==> src/rtl/bin2bcd_seq_if.sv <==
// bin2bcd_seq_if
//   Handshake and data bundle for the sequential binary-to-BCD converter.
//   master : requester side (drives start/bin, observes busy/done/bcd/ovf)
//   slave  : converter side
// Signals:
//   start  request a conversion, sampled on rising clk
//   bin    unsigned binary operand, captured when start is accepted
//   busy   conversion in progress
//   done   one-cycle pulse when bcd/ovf update
//   bcd    packed BCD result, digit 0 in [3:0], held between conversions
//   ovf    last captured operand exceeded 10^DIGITS-1, held with bcd
interface bin2bcd_seq_if #(
    parameter int IN_WIDTH = 14,
    parameter int DIGITS   = 4
);
    logic                  start;
    logic [IN_WIDTH-1:0]   bin;
    logic                  busy;
    logic                  done;
    logic [4*DIGITS-1:0]   bcd;
    logic                  ovf;

    modport master (output start, bin, input busy, done, bcd, ovf);
    modport slave  (input start, bin, output busy, done, bcd, ovf);
endinterface

==> src/rtl/bin2bcd_seq.sv <==
// bin2bcd_seq
//   Sequential double-dabble (shift-add-3) converter, one iteration per clock.
//   Feeds a seven-segment driver directly, so the result register only
//   changes on completion; overflow is shown as all-ones ("FFFF").
// Ports:
//   clk    system clock
//   reset  asynchronous, active-high reset
//   io     bin2bcd_seq_if.slave (start, bin, busy, done, bcd, ovf)
// Parameters:
//   IN_WIDTH  binary operand width (4..20)
//   DIGITS    BCD digits produced; bcd is 4*DIGITS wide
module bin2bcd_seq #(
    parameter int IN_WIDTH = 14,
    parameter int DIGITS   = 4
) (
    input  logic           clk,
    input  logic           reset,
    bin2bcd_seq_if.slave   io
);
    localparam int BW = 4 * DIGITS;
    localparam int CW = (IN_WIDTH > 1) ? $clog2(IN_WIDTH) : 1;

    function automatic logic [63:0] pow10(input int n);
        logic [63:0] p;
        p = 64'd1;
        for (int i = 0; i < n; i++) p = p * 64'd10;
        return p;
    endfunction

    // Largest value representable in DIGITS decimal digits. When IN_WIDTH is
    // narrow enough this makes the range check a constant false.
    localparam logic [63:0] DEC_MAX = pow10(DIGITS) - 64'd1;

    typedef enum logic {IDLE, SHIFT} state_t;

    state_t              state_q, state_d;
    logic [IN_WIDTH-1:0] shift_q, shift_d;
    logic [BW-1:0]       scratch_q, scratch_d;
    logic [CW-1:0]       cnt_q, cnt_d;
    logic                ovf_pend_q, ovf_pend_d;
    logic [BW-1:0]       bcd_q, bcd_d;
    logic                ovf_q, ovf_d;
    logic                done_q, done_d;

    // Per-digit add-3 correction ahead of the shift.
    logic [BW-1:0] adj;
    for (genvar g = 0; g < DIGITS; g++) begin : g_digit
        logic [3:0] dig;
        assign dig          = scratch_q[4*g +: 4];
        assign adj[4*g +: 4] = (dig >= 4'd5) ? dig + 4'd3 : dig;
    end

    // Joint left shift of {scratch, shift}; the scratch MSB falls off, which
    // only happens on operands that are flagged as overflow anyway.
    logic [BW+IN_WIDTH-1:0] cat_sh;
    assign cat_sh = {adj, shift_q} << 1;

    always_comb begin
        state_d    = state_q;
        shift_d    = shift_q;
        scratch_d  = scratch_q;
        cnt_d      = cnt_q;
        ovf_pend_d = ovf_pend_q;
        bcd_d      = bcd_q;
        ovf_d      = ovf_q;
        done_d     = 1'b0;
        case (state_q)
            IDLE: begin
                if (io.start) begin
                    state_d    = SHIFT;
                    shift_d    = io.bin;
                    scratch_d  = '0;
                    cnt_d      = '0;
                    ovf_pend_d = (64'(io.bin) > DEC_MAX);
                end
            end
            SHIFT: begin
                scratch_d = cat_sh[BW+IN_WIDTH-1:IN_WIDTH];
                shift_d   = cat_sh[IN_WIDTH-1:0];
                cnt_d     = cnt_q + CW'(1);
                if (cnt_q == CW'(IN_WIDTH - 1)) begin
                    bcd_d   = ovf_pend_q ? '1 : cat_sh[BW+IN_WIDTH-1:IN_WIDTH];
                    ovf_d   = ovf_pend_q;
                    done_d  = 1'b1;
                    state_d = IDLE;
                end
            end
            default: state_d = IDLE;
        endcase
    end

    always_ff @(posedge clk or posedge reset) begin
        if (reset) begin
            state_q    <= IDLE;
            shift_q    <= '0;
            scratch_q  <= '0;
            cnt_q      <= '0;
            ovf_pend_q <= 1'b0;
            bcd_q      <= '0;
            ovf_q      <= 1'b0;
            done_q     <= 1'b0;
        end else begin
            state_q    <= state_d;
            shift_q    <= shift_d;
            scratch_q  <= scratch_d;
            cnt_q      <= cnt_d;
            ovf_pend_q <= ovf_pend_d;
            bcd_q      <= bcd_d;
            ovf_q      <= ovf_d;
            done_q     <= done_d;
        end
    end

    assign io.busy = (state_q == SHIFT);
    assign io.done = done_q;
    assign io.bcd  = bcd_q;
    assign io.ovf  = ovf_q;
endmodule

==> src/flat_wrapper.sv <==
// flat-port wrapper written by rule: the top's interface ports become plain ports
module bin2bcd_seq_flat 
#(
    parameter int IN_WIDTH = 14,
    parameter int DIGITS   = 4
)
  (clk, reset, io_start, io_bin, io_busy, io_done, io_bcd, io_ovf);
  bin2bcd_seq_if #(.IN_WIDTH(IN_WIDTH), .DIGITS(DIGITS)) io_i ();
  input  logic clk;
  input  logic reset;
  input wire logic [$bits(io_i.start)-1:0] io_start;
  input wire logic [$bits(io_i.bin)-1:0] io_bin;
  output wire logic [$bits(io_i.busy)-1:0] io_busy;
  output wire logic [$bits(io_i.done)-1:0] io_done;
  output wire logic [$bits(io_i.bcd)-1:0] io_bcd;
  output wire logic [$bits(io_i.ovf)-1:0] io_ovf;
  assign io_i.start = io_start;
  assign io_i.bin = io_bin;
  assign io_busy = io_i.busy;
  assign io_done = io_i.done;
  assign io_bcd = io_i.bcd;
  assign io_ovf = io_i.ovf;
  bin2bcd_seq #(.IN_WIDTH(IN_WIDTH), .DIGITS(DIGITS)) u_core (.clk(clk), .reset(reset), .io(io_i));
endmodule
==> config.mk <==
export PLATFORM = sky130hd
export DESIGN_NAME = bin2bcd_seq_flat
export DESIGN_NICKNAME = d
export VERILOG_FILES = /design/src/rtl/bin2bcd_seq_if.sv /design/src/rtl/bin2bcd_seq.sv /design/src/flat_wrapper.sv
export SDC_FILE = /design/constraint.sdc
export NUM_CORES = 1
export LEC_CHECK = 0
export CAP_MARGIN = 20
export CORE_AREA = 5 5 72 74
export DETAILED_ROUTE_END_ITERATION = 7
export DIE_AREA = 0 0 77 79
export DONT_BUFFER_PORTS = 1
export PLACE_DENSITY = 0.82
export SYNTH_ARGS = -nofsm -noshare
export SYNTH_HDL_FRONTEND = slang
export SYNTH_SLANG_ARGS = --single-unit
==> constraint.sdc <==
create_clock -name clk -period 3.1 [get_ports clk]
set_clock_uncertainty 0.1 [all_clocks]
set_input_delay 0.62 -clock clk [delete_from_list [all_inputs] [get_ports clk]]
set_output_delay 0.62 -clock clk [all_outputs]
set_load 0.01 [all_outputs]
==> flow_metrics.tcl <==
set metrics [dict create \
    slew_viol_final 0 \
    combPwrFrac_pct 36.4 \
    holdBufCountCts 0 \
    p_seq_share_pct 47.4 \
    synthCells 258 \
    synth_top_area_share_pct 52.3 \
    p_switching_mw 1.11 \
    async_reset_ff_share_pct 100 \
    cts_tree "done" \
    synth_flop_cell "dfrtp_1" \
    cp-start-kind "flop" \
    track_usage_pct 17.6 \
    avgSynthCellArea_um2 10.0 \
    clock_latency_ns 0.31 \
    drc 0 \
    initial_utilization_pct 57.0 \
    cts_resized 0 \
    path_clk_slew_ns 0.10 \
    cts.sinks 54 \
    cpLargestDelayFamily "flip-flops" \
    gp_congestion 0.828 \
    grt_pass1_vias 1829 \
    clockBufferDepth 2 \
    outcome "finished, final reports clean" \
    ctsRootBufferMaster "clkbuf_8" \
    dp_hpwl_um 3430 \
    p_int_mw 1.75 \
    cts-buffers-inserted 5 \
    hp-class "input port to async pin" \
    htree_levels 2 \
    max-cap-violations 0 \
    syn_area_um2 2580 \
    worst_path_max_delay_cell "dfrtp_1" \
    synth-seq-cells 54 \
    wl_per_cell_um 15.9 \
    portBuffers 0 \
    cp.required_ns 2.38 \
    cp_cell_sequence "buf_4" \
    crit_path_end_kind "output port" \
    yosysTopAreaCell "dfrtp_1" \
    post_cts_buffers 0 \
    finalCriticalPeriod_ns 2.17 \
    dr.pass1.iters 5 \
    yosys-top-cells-count "dfrtp_1 (54), nand2_1 (36), o21ai_0 (24)" \
    tns_ns 0 \
    ant_nets 0 \
    die_area_um2 6080 \
    cp_slowest_stage_delay_ns 0.71 \
    synth-seq-area-share_pct 52.3 \
    yosysWarnings 0 \
    fin_crit_sh_pct 69.9 \
    hold-worst-slack_ns 0.0742 \
    die_w_um 77 \
    cellLeakagePower_nw 1.23 \
    ys_types 31 \
    rsz0062_at_grt "false" \
    antenna-diode-count 0 \
    max_freq_mhz 462 \
    die_h_um 79 \
    synth_area_leaders "dfrtp_1 (52%), mux2i_1 (5.4%), nand2_1 (5.2%)" \
    syn-num-nets 285 \
    overflow 0 \
    area_delta_synth_final_pct 4.31 \
    core_um2 4540 \
    path_buf_inv 1 \
    final_nets 281 \
    grt_max_degree 36 \
    p_sw_share_pct 38.8 \
    worstSetupPathType "flop to output port" \
    worst_pin_slew_ns 0.645 \
    top_level_ports 36 \
    rows 25 \
    pwr-share-clk_pct 16.2 \
    p_per_area_nw_per_um2 1060 \
    drt_iter0_drc 93 \
    arrival_ns 1.45 \
    grt_pass1_wl_um 8570 \
    setup_violations 0 \
    ir_drop_mv 0.344 \
    drive_gt1_share_pct 7.06 \
    finalWirelength_um 4920 \
    synth_edf_count 0 \
    relSlewSlack_pct 56.9 \
    vias_per_cell 5.84 \
    finalHoldViolCount 0 \
    yosysMostFrequentCell "dfrtp_1" \
    antenna_found_initial 0 \
    cp_max_fo 33 \
    vias 1805 \
]
-- flip-flops by register name (all words and copies together), names as in the netlist --
signal	count
u_core.io.ovf	1
u_core.cnt_q	4
u_core.io.done	1
u_core.io.bcd	16
u_core.ovf_pend_q	1
u_core.shift_q	14
u_core.io.busy	1
u_core.scratch_q	16
-- layout make-up --
type                            instances  area [µm²]
Fill cell                             392        1840
Sequential cell                        54        1350
Multi-Input combinational cell        179        1110
Clock buffer                            6        72.6
Tap cell                               54        67.6
Inverter                               12        45.0
Clock inverter                          2        37.5
Timing Repair Buffer                    2        15.0
-- through the flow --
step | setup WS, ns | util [%] | instances | total power [mW] | cell area [µm²]
after CTS | 0.936 | 59.4 | 309 | 2.88 | 2700
final | 0.934 | 59.4 | 309 | 2.86 | 2700
after global routing | 0.806 | 59.4 | 309 | 3.12 | 2700
after detailed placement | 1.24 | 57.0 | 301 | 2.41 | 2580
after floorplan | 1.07 | - | 258 | 2.19 | 2580
after global placement | 1.31 | 57.0 | 301 | 2.36 | 2580
-- placed cells by master (no fill, tap or decap) --
cell	netlist	final
nor2_1	21	21
o22ai_1	7	7
nor4_1	1	1
o22a_1	3	3
a31oi_1	5	5
o21ai_0	24	24
nor3b_1	3	3
nand4_1	1	1
a32o_1	3	3
bufinv_16	0	1
nand3_1	2	2
o21ai_1	1	1
nand2b_1	6	6
clkbuf_8	0	5
inv_2	2	3
mux2i_1	14	14
o31a_1	1	1
clkbuf_1	2	1
mux2_2	4	4
clkinvlp_4	0	1
nor3_1	5	5
nand2_1	36	36
nand4_2	1	1
xnor2_1	4	4
o31ai_1	2	2
a21oi_1	17	17
a21o_1	7	7
inv_1	10	9
buf_4	5	2
a21oi_2	1	1
ha_1	10	10
dfrtp_1	54	54
-- kinds of logic after synthesis --
group                    count (synthesis)  share of synthesized area [%]
multiplexers                            18                           7.17
XOR/XNOR                                 4                           1.36
adder cells (fa/ha/maj)                 10                           4.84
AND/OR/NAND/NOR                         76                           12.9
AO/OA/AOI/OAI                           71                           16.5
buffers and inverters                   25                           4.89
flip-flops                              54                           52.3
-- path summary, 6_finish.rpt --
| path | start | to | slack [ns] | cells after the start |
|---|---|---|---|---|
| min in group clk | io_start | u_core.scratch_q[8] | 0.29 | 1 |
| min | reset | u_core.shift_q[6] | 0.07 | 1 |
| max in group asynchronous | reset | u_core.scratch_q[3] | 2.03 | 2 |
| min reg2reg | u_core.shift_q[1] | u_core.shift_q[2] | 0.40 | 2 |
| max reg2reg | u_core.io.busy | u_core.io.bcd[1] | 1.20 | 4 |
| max | u_core.io.busy | io_busy | 0.93 | 1 |
-- per-layer routing --
metal / part of all wire [%] / GRT usage (%)
met5: 0 / 0
met4: 1.8 / 6.70
met3: 6.9 / 5.56
met2: 48 / 28.4
met1: 44 / 22.2
-- power by group through the flow --
stage               sequential (mW)  clock (mW)  combinational (mW)
finish                         1.35       0.464                1.04
global route                   1.41       0.509                1.21
CTS                            1.36       0.479                1.05
detailed placement             1.37           0                1.04
global placement               1.36           0               0.994
floorplan                      1.27           0               0.917
Note: power is estimated with default switching activity, not from simulation.
